**config.mk**
```make
export PLATFORM = sky130hd
export DESIGN_NAME = id_ex_pipe_reg
export DESIGN_NICKNAME = d
export VERILOG_FILES = /design/src/rtl/cpu_pkg.sv /design/src/rtl/sat_counter.sv /design/src/rtl/id_ex_pipe_reg.sv
export SDC_FILE = /design/constraint.sdc
export NUM_CORES = 1
export LEC_CHECK = 0
export BUFFER_PORTS_ARGS = -buffer_cell sky130_fd_sc_hd__buf_4
export CELL_PAD_IN_SITES_DETAIL_PLACEMENT = 0
export CELL_PAD_IN_SITES_GLOBAL_PLACEMENT = 1
export CORE_ASPECT_RATIO = 0.8
export CORE_MARGIN = 5
export CORE_UTILIZATION = 32
export CTS_BUF_LIST = sky130_fd_sc_hd__clkbuf_2
export DETAILED_ROUTE_END_ITERATION = 12
export PLACE_DENSITY = 0.8
export SLEW_MARGIN = 15
export SYNTH_ARGS = -nofsm -noshare
export SYNTH_HDL_FRONTEND = slang
export SYNTH_SLANG_ARGS = --single-unit
```
**constraint.sdc**
```tcl
create_clock -name clk -period 1.76 [get_ports clk]
set_clock_uncertainty 0.1 [all_clocks]
set_input_delay 0.176 -clock clk [delete_from_list [all_inputs] [get_ports clk]]
set_output_delay 0.176 -clock clk [all_outputs]
set_load 0.02 [all_outputs]
```
**src/rtl/cpu_pkg.sv**
```systemverilog
// rtl/cpu_pkg.sv - shared widths, operand-select and ALU encodings, EX bubble constant
package cpu_pkg;

  localparam int DW = 16;
  localparam int RW = 3;

  localparam logic [1:0] OP_SEL_ZERO = 2'b00;
  localparam logic [1:0] OP_SEL_REG  = 2'b01;
  localparam logic [1:0] OP_SEL_PC   = 2'b10;
  localparam logic [1:0] OP_SEL_RSVD = 2'b11;

  localparam logic [3:0] ALU_ADD  = 4'h0;
  localparam logic [3:0] ALU_SUB  = 4'h1;
  localparam logic [3:0] ALU_AND  = 4'h2;
  localparam logic [3:0] ALU_OR   = 4'h3;
  localparam logic [3:0] ALU_XOR  = 4'h4;
  localparam logic [3:0] ALU_SLL  = 4'h5;
  localparam logic [3:0] ALU_SRL  = 4'h6;
  localparam logic [3:0] ALU_SRA  = 4'h7;
  localparam logic [3:0] ALU_SLT  = 4'h8;
  localparam logic [3:0] ALU_PASS = 4'h9;

  typedef struct packed {
    logic       valid;
    logic       reg_write;
    logic       mem_read;
    logic       mem_write;
    logic [1:0] op1_sel;
    logic [1:0] op2_sel;
    logic [3:0] alu_op;
  } ex_ctrl_t;

  // A bubble is a non-valid slot with every control bit cleared.
  localparam ex_ctrl_t CTRL_BUBBLE = '0;

  function automatic logic [1:0] sanitize_sel(input logic [1:0] sel);
    return (sel == OP_SEL_RSVD) ? OP_SEL_ZERO : sel;
  endfunction

endpackage

```
**src/rtl/sat_counter.sv**
```systemverilog
// rtl/sat_counter.sv - saturating event counter with synchronous active-high clear
module sat_counter #(
  parameter int CW = 16
) (
  input  logic          clk,
  input  logic          rst,
  input  logic          inc,
  output logic [CW-1:0] count
);

  always_ff @(posedge clk) begin
    if (rst) begin
      count <= '0;
    end else if (inc && (count != '1)) begin
      count <= count + 1'b1;
    end
  end

endmodule

```
**src/rtl/id_ex_pipe_reg.sv**
```systemverilog
// rtl/id_ex_pipe_reg.sv - ID/EX pipeline register with stall, flush, WB snoop and debug counters
module id_ex_pipe_reg #(
  parameter int DW = cpu_pkg::DW,
  parameter int RW = cpu_pkg::RW,
  parameter int CW = 16
) (
  input  logic          clk,
  input  logic          rst,
  input  logic          Stall_EX,
  input  logic          Flush_EX,
  input  logic          Valid_ID,
  input  logic [DW-1:0] PC_ID,
  input  logic [DW-1:0] Rout1_ID,
  input  logic [DW-1:0] Rout2_ID,
  input  logic [DW-1:0] Imm_ID,
  input  logic [RW-1:0] Rs1_ID,
  input  logic [RW-1:0] Rs2_ID,
  input  logic [RW-1:0] Rd_ID,
  input  logic [1:0]    Op1_Sel_ID,
  input  logic [1:0]    Op2_Sel_ID,
  input  logic [3:0]    ALU_Op_ID,
  input  logic          RegWrite_ID,
  input  logic          MemRead_ID,
  input  logic          MemWrite_ID,
  input  logic          WB_We,
  input  logic [RW-1:0] WB_Rd,
  input  logic [DW-1:0] WB_Data,
  output logic          Valid_EX,
  output logic [DW-1:0] PC_EX,
  output logic [DW-1:0] Rout1_EX,
  output logic [DW-1:0] Rout2_EX,
  output logic [DW-1:0] Imm_EX,
  output logic [RW-1:0] Rs1_EX,
  output logic [RW-1:0] Rs2_EX,
  output logic [RW-1:0] Rd_EX,
  output logic [1:0]    Op1_Sel_EX,
  output logic [1:0]    Op2_Sel_EX,
  output logic [3:0]    ALU_Op_EX,
  output logic          RegWrite_EX,
  output logic          MemRead_EX,
  output logic          MemWrite_EX,
  output logic [CW-1:0] Stall_Cnt,
  output logic [CW-1:0] Flush_Cnt
);

  import cpu_pkg::*;

  ex_ctrl_t      ctrl_q;
  logic [DW-1:0] pc_q;
  logic [DW-1:0] rout1_q;
  logic [DW-1:0] rout2_q;
  logic [DW-1:0] imm_q;
  logic [RW-1:0] rs1_q;
  logic [RW-1:0] rs2_q;
  logic [RW-1:0] rd_q;

  logic wb_live;
  logic hit_id1;
  logic hit_id2;
  logic hit_ex1;
  logic hit_ex2;

  // Register 0 is hard-wired to zero, so a write-back to it never bypasses.
  assign wb_live = WB_We && (WB_Rd != '0);
  assign hit_id1 = wb_live && (WB_Rd == Rs1_ID);
  assign hit_id2 = wb_live && (WB_Rd == Rs2_ID);
  assign hit_ex1 = wb_live && (WB_Rd == rs1_q);
  assign hit_ex2 = wb_live && (WB_Rd == rs2_q);

  always_ff @(posedge clk) begin
    if (rst || Flush_EX) begin
      ctrl_q  <= CTRL_BUBBLE;
      pc_q    <= '0;
      rout1_q <= '0;
      rout2_q <= '0;
      imm_q   <= '0;
      rs1_q   <= '0;
      rs2_q   <= '0;
      rd_q    <= '0;
    end else if (Stall_EX) begin
      // Held operands keep tracking write-backs; a held bubble stays all-zero.
      if (ctrl_q.valid) begin
        if (hit_ex1) rout1_q <= WB_Data;
        if (hit_ex2) rout2_q <= WB_Data;
      end
    end else if (Valid_ID) begin
      ctrl_q.valid     <= 1'b1;
      ctrl_q.reg_write <= RegWrite_ID;
      ctrl_q.mem_read  <= MemRead_ID;
      ctrl_q.mem_write <= MemWrite_ID;
      ctrl_q.op1_sel   <= sanitize_sel(Op1_Sel_ID);
      ctrl_q.op2_sel   <= sanitize_sel(Op2_Sel_ID);
      ctrl_q.alu_op    <= ALU_Op_ID;
      pc_q             <= PC_ID;
      rout1_q          <= hit_id1 ? WB_Data : Rout1_ID;
      rout2_q          <= hit_id2 ? WB_Data : Rout2_ID;
      imm_q            <= Imm_ID;
      rs1_q            <= Rs1_ID;
      rs2_q            <= Rs2_ID;
      rd_q             <= Rd_ID;
    end else begin
      ctrl_q  <= CTRL_BUBBLE;
      pc_q    <= '0;
      rout1_q <= '0;
      rout2_q <= '0;
      imm_q   <= '0;
      rs1_q   <= '0;
      rs2_q   <= '0;
      rd_q    <= '0;
    end
  end

  sat_counter #(.CW(CW)) u_stall_cnt (
    .clk   (clk),
    .rst   (rst),
    .inc   (Stall_EX && !Flush_EX),
    .count (Stall_Cnt)
  );

  sat_counter #(.CW(CW)) u_flush_cnt (
    .clk   (clk),
    .rst   (rst),
    .inc   (Flush_EX),
    .count (Flush_Cnt)
  );

  assign Valid_EX    = ctrl_q.valid;
  assign RegWrite_EX = ctrl_q.reg_write;
  assign MemRead_EX  = ctrl_q.mem_read;
  assign MemWrite_EX = ctrl_q.mem_write;
  assign Op1_Sel_EX  = ctrl_q.op1_sel;
  assign Op2_Sel_EX  = ctrl_q.op2_sel;
  assign ALU_Op_EX   = ctrl_q.alu_op;
  assign PC_EX       = pc_q;
  assign Rout1_EX    = rout1_q;
  assign Rout2_EX    = rout2_q;
  assign Imm_EX      = imm_q;
  assign Rs1_EX      = rs1_q;
  assign Rs2_EX      = rs2_q;
  assign Rd_EX       = rd_q;

endmodule
```
# ---- After elaboration in Yosys (flattened, before gate mapping)
# Index checks and enable logic that the tools add are counted.
dict set report word_totals {
  inputBits 109
  elab_cells 60
  ff_bits 117
  output_inout_bits 117
}
dict set report op_classes {
  eq_ne 11
  reduce_logical 13
  mux 18
  n_addsub 2
}
# cell count
set ops {}
lappend ops {{two-way mux 16 bit} 12}
lappend ops {{adder 16 x 1 -> 16 bit (second input constant)} 2}
lappend ops {{!= test 16 bit (second input constant)} 2}
lappend ops {{equality test 3 bit} 4}
lappend ops {{two-way mux 12 bit} 1}
lappend ops {{two-way mux 3 bit} 3}
lappend ops {{logical AND 1 bit} 8}
lappend ops {{!= test 2 x 1 -> 1 bit (second input constant)} 3}
lappend ops {{equality test 2 bit (second input constant)} 2}
lappend ops {{two-way mux 2 bit} 2}
lappend ops {{AND reduction 2 bit} 2}
lappend ops {{nonzero test 3 bit} 1}
lappend ops {{logical NOT 1 bit} 1}
lappend ops {{logical OR 1 bit} 1}

# ---- Depth between registers and ports, before layout
# Gate-level depths: netlist of run 1.
dict set report logic_depth {
  word_depth 6
  ltp_mapped 7
  mapped_depth_nobuf 6
}

# ---- Cells and area by module
# A second synthesis of run 1 with hierarchy kept.
dict set report hier_totals {
  cells_unflattened 552
  area_unflattened_um2 5227.5
}
# mod n_inst seq_area_each_um2 area_per_inst_um2 cells_each
set by_module_without_submodules {}
lappend by_module_without_submodules {id_ex_pipe_reg 1 1701.6 3530.9 354}
lappend by_module_without_submodules {sat_counter 2 320.3 848.3 99}

# ---- Worst setup path before layout of run 1
# Ideal clock, no wire load.
dict set report synth_timing {
  path_kind {flip-flop to flip-flop}
  startpoint {register u_stall_cnt.count[0]}
  endpoint {register u_stall_cnt.count[14]}
  setup_time_ns 0.128
  t_arrival_ns 1.715
  path_slack_ns -0.182
  stages_incl_launch_ff 8
  synth_period_minus_slack_ns 1.942
  path_cell_list {dfxtp_1 > ha_1 > inv_1 > or3_1 > buf_2 > nor4_2 > xnor2_1 > nor2_1}
}
dict set report synth_between {
  elab_chain_len 2
}
# item line
set synth_lines {}
lappend synth_lines {{from (decl)} sat_counter.sv:8} ;# output logic [CW-1:0] count
lappend synth_lines {{from (signal assigned)} sat_counter.sv:15} ;# count <= count + 1'b1;
lappend synth_lines {{parallel branches: the longest is 2 deep, another holds adder 16 x 1 -> 16 bit} --}
# Several ways; the timed one is not identified.
# A chain may end at the register's enable or synchronous reset.

# ---- Final worst setup path of run 1
dict set report layout_timing {
  startpoint {register rs2_q[2], in the netlist Rs2_EX[2]}
  endpoint {register rout2_q[4], in the netlist Rout2_EX[4]}
}
dict set report layout_between {
  elab_chain_len 4
}
# item line
set layout_lines {}
lappend layout_lines {{from (decl)} id_ex_pipe_reg.sv:54} ;# logic [RW-1:0] rs2_q;
lappend layout_lines {{from (signal assigned)} id_ex_pipe_reg.sv:99} ;# rs2_q <= Rs2_ID;
lappend layout_lines {{equality test 3 bit} id_ex_pipe_reg.sv:68} ;# assign hit_ex2 = wb_live && (WB_Rd == rs2_q);
lappend layout_lines {{logical AND 1 bit} id_ex_pipe_reg.sv:68}
lappend layout_lines {{!= test 2 x 1 -> 1 bit (no line)} --}
lappend layout_lines {{AND reduction 2 bit (no line)} --}
lappend layout_lines {{to (signal assigned)} id_ex_pipe_reg.sv:84} ;# if (hit_ex2) rout2_q <= WB_Data;
lappend layout_lines {{to (signal assigned)} id_ex_pipe_reg.sv:96} ;# rout2_q <= hit_id2 ? WB_Data : Rout2_ID;
lappend layout_lines {{to (decl)} id_ex_pipe_reg.sv:51} ;# logic [DW-1:0] rout2_q;
# No other way between the ends.

==> run_results.csv, run 1 <==
group,metric,value,unit
clock_network,clk_pin_slew,0.19,ns
layout,nNetsFinal,1015,
status,outcome,"finished, final reports clean",
critical_path,reg2reg_from,"Rs2_EX[2]",
place,place_congestion,0.857,
sta,min_period,1.75,ns
job,drv_cap,0,
routing,ant_nets,0,
die,start_util,0.330,
routing,drtIter0Drc,449,
power,p_leak,3.75,nW
place,dpl_cell_area,7240,um2
power,ir_worst_vdd,470,uV
synthesis,async_flop_share,0,
critical_path,r2r_end,"Rout2_EX[4]",
layout,final_cells,1131,
clock_network,cts_sinks,117,
die,num_rows,40,
critical_path,rr_worst_depth,4,
sta,timing.final.ws_setup,0.00954,ns
routing,vias,5740,
critical_path,max_stage_delay,0.63,ns
hold_path,min_to,"Rs2_EX[1]",
place,dp.final_hpwl,13300,um
synthesis,synth_top_area_share,0.468,
critical_path,cp.arrival,2.21,ns
grt,grt.overflow.total,0,
die,fp.dieH,122,um
layout,drive_gt1_frac,0.408,
sta,setup_viol,0,
sta,rsz0062_at_grt,"yes",
hold_path,holdPathStages,5,
clock_network,cts_root_buffer,"clkbuf_2",
critical_path,cp_max_fo,16,
routing,drt_pre_antenna_iters,5,
layout,utilization,0.579,
layout,area_growth,75.4,%
synthesis,synth.area.top_cells,"dfxtp_1 (47%), nor2_1 (8.9%), a22oi_1 (7.2%)",
routing,wl_per_cell,18.2,um
sta,max_slew_margin,0.618,
routing,avgViaCountPerCell,5.08,
grt,grt_pass1_vias,5940,
clock_network,cts_made_buffers,17,
sta,slew_violations,0,
grt,grt_max_degree,86,
synthesis,synth_compound_area_frac,0.219,
die,die_area,18300,um2
synthesis,syn_area,5010,um2
place,numPortBuffers,225,
synthesis,yosysSeqAreaShare,0.468,
synthesis,muxShareOfSynthArea,0.00400,
clock_network,cts_htree_levels,4,
synthesis,synth_cell_types,46,
die,ios,226,
synthesis,synth_edf_count,0,
layout,final_cell_mix,"buf_4 (269), nor2_1 (118), dlygate4sd3_1 (109)",
critical_path,criticalPathCategory,"flop to flop",
clock_network,clk-insertion-delay-late,0.66,ns
power,pwr_density_cell,669,nW/um2
routing,wl,20500,um
layout,design_area,8780,um2
synthesis,synthCells,538,
place,pre_cts_ws,-0.0717,ns
critical_path,critPathSlowestCell,"o41a_4",
critical_path,required,2.22,ns
grt,grt_pass1_wl,31300,um
synthesis,avgSynthCellArea,9.30,um2
clock_network,cts_buffer_depth,2,
synthesis,synth_fp_nets,649,
synthesis,ys_ff_latch,117,
critical_path,rrSetupSlack,0.01,ns
synthesis,yosysTopAreaCell,"dfxtp_1",
layout,final_common_cell,"buf_4",
die,core,15200,um2
grt,grt_usage,0.218,
grt,antenna_found_initial,3,
critical_path,start_kind,"flop",
critical_path,end_kind,"flop",
clock_network,cts_tree,"done",
sta,hold_violations,0,
sta,worstMarginPinSlew,0.572,ns
critical_path,path_cells,"xor2_1 -> o41a_4 -> a221oi_1 -> nor3_1",
hold_path,holdCritPathClass,"primary input to flop",
synthesis,synth_top_family_by_area,"compound AO/OA/AOI/OAI gates",
synthesis,synthSimpleGateAreaFrac,0.204,
synthesis,synthAdderAreaFrac,0.00500,
sta,finalCritPeriodShare,0.995,
place,dp_cells,983,
die,die_w,150,um
routing,drc,0,
synthesis,ys.flop_type,"dfxtp_1",
sta,fin_tns_setup,0,ns
synthesis,yosysWarnings,0,
sta,clock.fmax,0.571,GHz
synthesis,synth-xor-area-share,0.0577,
hold_path,holdCritStartpoint,"Stall_EX",
## final cells by class
type,count,area [um2]
fill,1288,6380
inverter,7,26.3
antenna,4,10.0
tap,210,263
clock inverter,14,183
clock buffer,18,90.1
sequential,117,2370
multi-input combinational,376,2600
timing repair buffer,385,3230
## cells by family (layout without fill, tap and decap cells)
family | count (synthesis) | in the layout
compound gates | 118 | 119
xor+xnor | 33 | 33
fa+ha+maj | 2 | 2
buf+inv | 46 | 424
flops | 117 | 117
mux | 2 | 2
other cells | 0 | 4
simple gates | 220 | 220
## how the worst max path moves through the flow
stage,from,to,slack (ns),cells after the start
6_report,Rs2_EX[2],Rout2_EX[4],0.01,4
5_1_grt,Rs2_EX[2],Rout2_EX[13],-0.02,4
4_1_cts,Rs2_EX[2],Rout2_EX[5],0.02,4
3_5_place_dp,u_stall_cnt.count[1],u_stall_cnt.count[14],-0.07,6
3_3_place_gp,u_stall_cnt.count[1],u_stall_cnt.count[14],0.006,6
2_1_floorplan,Rs1_EX[0],Rout1_EX[5],0.01,5
## what timing repair did
action | 4_1_cts | 5_1_grt
hold buffers | 110 | 0
buffers inserted | 1 | 0
gates resized for setup | 6 | 24
cloned | 0 | 1
hold endpoints to repair | 117 | 0
endpoints found under the setup margin | 22 | 33
pin swaps | 2 | 7
## sequential cells by signal, summed over array words and instances, names as in the netlist
signal	flops
Rout1_EX	16
u_stall_cnt.count	16
u_flush_cnt.count	16
PC_EX	16
Rout2_EX	16
MemRead_EX	1
Valid_EX	1
MemWrite_EX	1
Rs2_EX	3
Imm_EX	16
Rs1_EX	3
Op2_Sel_EX	2
RegWrite_EX	1
Rd_EX	3
Op1_Sel_EX	2
ALU_Op_EX	4
## worst max-delay path, delay by kind of cell (launching register included)
kind                      cells  cell delay [ns]
AOI/OAI and AO/OA             2             0.93
and+or+nand+nor               1             0.08
xor gates and xnor gates      1             0.18
DFF                           1             0.37
## metrics by stage
step / hold slack (ns) / total power [mW]
3_3_place_gp: 0.306 / 3.65
2_1_floorplan: 0.154 / 3.22
5_1_grt: 0.0116 / 6.16
3_5_place_dp: 0.317 / 3.67
6_report: 0.0782 / 5.88
4_1_cts: 0.0107 / 5.90
## metal layers
layer  part of all wire  GRT usage  vias to the layer above
met5                  0          0                        -
met4              0.027     0.0794                        0
met3               0.10     0.0870                       48
met2               0.48      0.362                      280
met1               0.39      0.255                     2705
li1                   -          -                     2707
## where the power goes
group | internal, mW | switching [mW] | leakage [nW] | total, mW
combinational | 0.581 | 0.530 | 2.64 | 1.11
sequential | 2.71 | 0.0433 | 0.958 | 2.76
clock | 0.930 | 1.08 | 0.156 | 2.01
total | 4.22 | 1.66 | 3.75 | 5.88
## synth_stat cells, drive strengths merged (3+ instances only)
| library cell | count |
|---|---|
| nand3 | 11 |
| xnor2 | 17 |
| and3 | 6 |
| dfxtp | 117 |
| xor2 | 16 |
| and4 | 5 |
| a31oi | 3 |
| buf | 17 |
| nand2 | 13 |
| nor2 | 119 |
| a21oi | 6 |
| clkbuf | 22 |
| a22oi | 48 |
| nor3 | 43 |
| o21bai | 3 |
| a221oi | 32 |
| inv | 7 |
| o21ai | 9 |
| o211ai | 3 |
| nand4 | 9 |
(Power assumes the default switching activity.)
==> run 2, diff against run 1 <==
--- a/config.mk
+++ b/config.mk
@@ -9,7 +9,7 @@
 export CELL_PAD_IN_SITES_DETAIL_PLACEMENT = 0
 export CELL_PAD_IN_SITES_GLOBAL_PLACEMENT = 1
 export CORE_ASPECT_RATIO = 0.8
-export CORE_MARGIN = 5
+export CORE_MARGIN = 4
 export CORE_UTILIZATION = 32
 export CTS_BUF_LIST = sky130_fd_sc_hd__clkbuf_2
 export DETAILED_ROUTE_END_ITERATION = 12
==> constraint.sdc (replaced) <==
create_clock -name clk -period 1.76 [get_ports clk]
set_clock_uncertainty 0.1 [all_clocks]
set_input_delay 0.176 -clock clk [delete_from_list [all_inputs] [get_ports clk]]
set_output_delay 0.176 -clock clk [all_outputs]
set_load 0.005 [all_outputs]
==> run_results.csv, run 2 (synthesis results as in run 1) <==
group,metric,value,unit
status,outcome,"finished, final reports clean",
grt,grt.overflow.total,0,
critical_path,reg2reg_from,"Valid_EX",
sta,worst_hold_slack,0.156,ns
power,power.switching,1.53,mW
power,ir_worst_vdd,476,uV
place,dp.final_hpwl,13000,um
critical_path,rrSetupSlack,0.01,ns
critical_path,start_kind,"primary input",
grt,grt_max_degree,77,
critical_path,end_kind,"flop",
power,power_frac_clock,0.306,
routing,vias,5683,
layout,utilization,0.578,
sta,finalCritPeriodShare,1.00,
layout,nNetsFinal,1024,
die,num_rows,40,
place,place_congestion,0.862,
die,ios,226,
job,drv_cap,0,
grt,grt_pass1_vias,5822,
power,power.internal,3.94,mW
grt,grt_pass1_wl,30800,um
place,pre_cts_ws,-0.115,ns
critical_path,cp_max_fo,16,
routing,wl_per_cell,17.5,um
sta,rsz0062_at_grt,"yes",
clock_network,cts_sinks,117,
routing,wl,19900,um
sta,setup_viol,0,
critical_path,cp.arrival,2.25,ns
sta,clock.fmax,0.568,GHz
sta,min_period,1.76,ns
clock_network,cts_buffer_depth,2,
clock_network,cts_tree,"done",
hold_path,holdCritStartpoint,"Imm_ID[7]",
hold_path,holdCritPathClass,"primary input to flop",
critical_path,required,2.25,ns
clock_network,clk-insertion-delay-late,0.66,ns
sta,timing.final.ws_setup,0.000470,ns
routing,drtIter0Drc,370,
clock_network,cts_made_buffers,17,
die,die_area,17700,um2
layout,final_cells,1138,
place,numPortBuffers,225,
routing,drt_pre_antenna_iters,5,
layout,final_common_cell,"buf_4",
grt,antenna_found_initial,3,
die,core,15200,um2
grt,grt_usage,0.217,
critical_path,r2r_end,"Rout1_EX[15]",
power,p_sw_frac,0.279,
die,die_w,148,um
power,seq_power_share,0.504,
die,start_util,0.330,
critical_path,rr_worst_depth,6,
place,dp_cells,985,
power,p_comb_frac,0.190,
die,fp.dieH,120,um
layout,area_growth,75.0,%
clock_network,clk_pin_slew,0.20,ns
hold_path,min_to,"Imm_EX[7]",
clock_network,cts_root_buffer,"clkbuf_2",
sta,max_slew_margin,0.635,
sta,slew_violations,0,
power,p_leak,3.74,nW
critical_path,criticalPathCategory,"primary input to flop",
layout,drive_gt1_frac,0.390,
sta,hold_violations,0,
sta,worstMarginPinSlew,0.547,ns
routing,drc,0,
layout,final_cell_mix,"buf_4 (274), nor2_1 (119), dlygate4sd3_1 (114)",
routing,avgViaCountPerCell,4.99,
routing,ant_nets,0,
hold_path,holdPathStages,4,
power,pwr_density_cell,624,nW/um2
clock_network,cts_htree_levels,4,
run 2: cell types whose count changed in the layout (fill, tap and decap cells not counted), moves of 2 or more:
cell           delta
dlygate4sd3_1     +5
a221oi_1          +3
a221oi_2          -4
clkbuf_2          +2
nor4_2            +2
bufinv_16         -2
dfxtp_2           -9
dfxtp_1          +12
nor4_4            -2
inv_6             -2
dfxtp_4           -3
buf_4             +5
run 2: final cells by class:
class,count,area (um2)
timing repair buffer,395,3330
sequential,117,2350
clock inverter,11,111
inverter,7,26.3
multi-input combinational,375,2570
fill,1284,6400
tap,210,263
antenna,3,7.51
clock buffer,20,100
run 2: metrics by stage:
stage | power (mW) | cell area, um2 | TNS (ns)
detailed placement | 3.59 | 7230 | -0.164
floorplan | 3.15 | 5010 | 0
CTS | 5.48 | 8610 | 0
global route | 5.74 | 8760 | -0.0401
finish | 5.47 | 8760 | 0
global placement | 3.58 | 7230 | 0
run 2: worst max path at each step:
stage                                startpoint                   end  slack, ns  cells after the start
final                                 Rs1_ID[0]          Rout1_EX[15]     0.0005                      7
after global routing      u_flush_cnt.count[14]  u_flush_cnt.count[1]      -0.01                      5
after CTS                              Valid_EX           Rout1_EX[8]       0.03                      5
after detailed placement               WB_Rd[1]           Rout2_EX[5]      -0.11                      5
after global placement                 Valid_EX           Rout2_EX[5]       0.02                      4
after floorplan                        Valid_EX           Rout1_EX[5]       0.02                      5
run 2: what timing repair did:
| action | in CTS | in global routing |
|---|---|---|
| cloned | 0 | 1 |
| resized for setup | 4 | 18 |
| hold endpoints to repair | 117 | 0 |
| pin swaps | 0 | 7 |
| hold buffers | 114 | 0 |
| buffers inserted | 0 | 4 |
| endpoints found under the setup margin | 9 | 29 |
run 2: layer usage:
layer / track usage / part of all wire / routed length, um / vias to the layer above
met5: 0 / 0 / 0 / -
met4: 0.0877 / 0.031 / 616 / 0
met3: 0.0812 / 0.083 / 1660 / 60
met2: 0.356 / 0.48 / 9540 / 244
met1: 0.258 / 0.41 / 8100 / 2663
li1: - / - / - / 2716
run 2: worst max-delay path, stage by stage:
cell           delay [ns]
dlygate4sd3_1        0.55
buf_4                0.15
o21bai_1             0.14
o21ai_1              0.21
a31o_2               0.52
a221oi_1             0.17
nor3_1               0.32
run 2: power by group through the flow:
stage	logic (mW)	registers (mW)	clock network, mW
3_5_place_dp	0.782	2.81	0
6_report	1.04	2.76	1.67
4_1_cts	0.993	2.76	1.73
2_1_floorplan	0.339	2.81	0
5_1_grt	1.11	2.77	1.86
3_3_place_gp	0.771	2.81	0
==> run 3, diff against run 2 <==
--- a/config.mk
+++ b/config.mk
@@ -5,6 +5,7 @@
 export SDC_FILE = /design/constraint.sdc
 export NUM_CORES = 1
 export LEC_CHECK = 0
+export ABC_AREA = 1
 export BUFFER_PORTS_ARGS = -buffer_cell sky130_fd_sc_hd__buf_4
 export CELL_PAD_IN_SITES_DETAIL_PLACEMENT = 0
 export CELL_PAD_IN_SITES_GLOBAL_PLACEMENT = 1
@@ -12,8 +13,9 @@
 export CORE_MARGIN = 4
 export CORE_UTILIZATION = 32
 export CTS_BUF_LIST = sky130_fd_sc_hd__clkbuf_2
+export CTS_CLUSTER_DIAMETER = 150
 export DETAILED_ROUTE_END_ITERATION = 12
-export PLACE_DENSITY = 0.8
+export PLACE_DENSITY = 0.81
 export SLEW_MARGIN = 15
 export SYNTH_ARGS = -nofsm -noshare
 export SYNTH_HDL_FRONTEND = slang
==> run_results.csv, run 3 <==
group,metric,value,unit
critical_path,path_cells,"dlygate4sd3_1 -> buf_4 -> xnor2_2 -> buf_4 -> nand4_1 -> nand3_1 -> dlygate4sd3_1 -> a21oi_1",
critical_path,rrSetupSlack,0.11,ns
place,dp.final_hpwl,14800,um
critical_path,reg2reg_from,"Rs1_EX[1]",
place,pre_cts_ws,-0.0622,ns
synthesis,async_flop_share,0,
critical_path,cp.arrival,2.25,ns
sta,setup_viol,0,
synthesis,synth_edf_count,0,
critical_path,end_kind,"flop",
sta,fin_tns_setup,0,ns
routing,drtIter0Drc,574,
routing,wl_per_cell,15.4,um
sta,rsz0062_at_grt,"yes",
critical_path,crit_family,"buffers and inverters",
grt,grt_pass1_vias,7929,
routing,vias,7979,
routing,ant_nets,0,
layout,drive_gt1_frac,0.240,
critical_path,critPathSlowestCell,"dlygate4sd3_1",
synthesis,synthTopCellsByCount,"nand2_1 (287), dfxtp_1 (117), a21oi_1 (115)",
sta,max_slew_margin,0.525,
routing,avgViaCountPerCell,4.79,
grt,grt_max_degree,52,
grt,antenna_found_initial,0,
synthesis,yosysMostFrequentCell,"nand2_1",
synthesis,yosysTopAreaCell,"dfxtp_1",
synthesis,synth_fp_nets,1036,
synthesis,synth_cell_types,29,
critical_path,crit_buf_inv,4,
die,die_w,163,um
layout,area_growth,79.4,%
synthesis,ys.flop_type,"dfxtp_1",
critical_path,r2r_end,"Rout1_EX[6]",
die,die_area,21500,um2
die,fp.dieH,132,um
synthesis,syn_area,6140,um2
grt,grt.overflow.total,0,
layout,multiInputGateArea,3210,um2
hold_path,holdCritStartpoint,"WB_We",
grt,grt_usage,0.228,
clock_network,clk_pin_slew,0.21,ns
status,outcome,"finished, final reports clean",
power,ir_worst_vdd,461,uV
grt,grt_pass1_wl,40200,um
hold_path,min_to,"Rout1_EX[8]",
critical_path,start_kind,"primary input",
sta,timing.final.ws_setup,0.0245,ns
power,p_leak,4.79,nW
critical_path,max_stage_delay,0.55,ns
place,numPortBuffers,225,
sta,finalCritPeriodShare,0.986,
layout,fillers,1712,
die,start_util,0.325,
job,drv_cap,0,
synthesis,synthCells,925,
layout,seq_area,2350,um2
layout,final_cell_mix,"nand2_1 (287), buf_4 (262), dlygate4sd3_1 (230)",
power,pwr_density_cell,581,nW/um2
place,place_congestion,0.848,
clock_network,cts_htree_levels,4,
sta,clock.fmax,0.576,GHz
critical_path,criticalPathCategory,"primary input to flop",
sta,worstMarginPinSlew,0.709,ns
routing,drc,0,
routing,drt_pre_antenna_iters,5,
clock_network,cts_tree,"done",
die,core,18900,um2
clock_network,clk-insertion-delay-late,0.71,ns
sta,min_period,1.74,ns
layout,insertedDiodeCount,0,
critical_path,rr_worst_depth,6,
critical_path,cp_max_fo,15,
clock_network,cts_sinks,117,
die,ios,226,
synthesis,ys_ff_latch,117,
routing,wl,25600,um
critical_path,required,2.27,ns
synthesis,yosysWarnings,0,
sta,hold_violations,0,
synthesis,avgSynthCellArea,6.64,um2
layout,final_common_cell,"nand2_1",
die,num_rows,45,
synthesis,synth.area.top_cells,"dfxtp_1 (38%), nand2_1 (18%), a21oi_1 (9.4%)",
layout,utilization,0.582,
clock_network,cts_made_buffers,17,
hold_path,holdPathStages,8,
clock_network,cts_buffer_depth,2,
sta,worst_hold_slack,0.0398,ns
synthesis,synth_top_area_share,0.381,
layout,nNetsFinal,1505,
synthesis,yosysSeqAreaShare,0.381,
clock_network,cts_root_buffer,"clkbuf_2",
hold_path,holdCritPathClass,"primary input to flop",
sta,slew_violations,0,
[run 3: changes by cell type after synthesis, sizes merged, moves of 35 or more]
cell / delta
a21oi: +110
a22oi: -48
inv: +98
nand2: +277
nand3: +73
nor2: -70
nor3: -35
[run 3: repair_timing]
| action | in CTS | in global routing |
|---|---|---|
| pin swaps | 0 | 4 |
| endpoints found under the setup margin | 20 | 44 |
| cloned | 0 | 2 |
| hold buffers | 229 | 1 |
| endpoints found under the hold margin | 117 | 3 |
| buffers inserted | 0 | 3 |
| resized for setup | 2 | 17 |
[run 3: worst max-delay path by stage]
stage                                from                    to  cells after the start
CTS                 u_stall_cnt.count[10]         Stall_Cnt[10]                      2
detailed placement   u_stall_cnt.count[0]  u_stall_cnt.count[2]                      8
global placement     u_stall_cnt.count[0]  u_stall_cnt.count[0]                      9
finish                          Rs2_ID[0]           Rout2_EX[9]                      8
global route                    Rs2_ID[1]          Rout2_EX[11]                     11
floorplan            u_stall_cnt.count[0]  u_stall_cnt.count[0]                      9
[run 3: power by group]
group          internal (mW)  switching (mW)  leakage, nW
clock                   1.22            1.18        0.182
sequential              2.71          0.0337        0.950
combinational          0.683           0.581         3.66
total                   4.61            1.79         4.79
[run 3: final cells by class]
| class | instances | share of cell area |
|---|---|---|
| Timing Repair Buffer | 501 | 0.401 |
| Multi-Input combinational cell | 652 | 0.291 |
| Clock buffer | 18 | 0.00818 |
| Tap cell | 258 | 0.0293 |
| Clock inverter | 14 | 0.0210 |
| Sequential cell | 117 | 0.213 |
| Inverter | 105 | 0.0358 |
[run 3: metrics by stage]
stage / cell area (um2) / cells / power (mW)
final: 11000 / 1665 / 6.40
after CTS: 10900 / 1659 / 6.37
after detailed placement: 8260 / 1398 / 3.66
after floorplan: 6140 / 925 / 3.23
after global placement: 8260 / 1398 / 3.66
after global routing: 11000 / 1665 / 6.63
[run 3: kinds of logic after synthesis]
group                      count (synthesis)  share of synthesized area
DFF                                      117                      0.381
xor gates and xnor gates                  27                     0.0397
AOI/OAI and AO/OA                        152                      0.128
adders and majority gates                  2                    0.00407
and+or+nand+nor                          469                      0.337
buffers and inverters                    158                      0.109
[run 3: routing by layer]
metal  up-vias  global-route usage  share of wire
met5         -                   0              0
met4         0              0.0587          0.015
met3        34              0.0691          0.093
met2       328               0.379           0.46
met1      3705               0.289           0.43
li1       3912                   -              -
[run 3: tightest hold or removal path, delay by kind of cell]
kind	cells	cell delay, ns
AND/OR/NAND/NOR	3	0.21
AO/OA/AOI/OAI	2	0.10
buffers and inverters	3	0.33
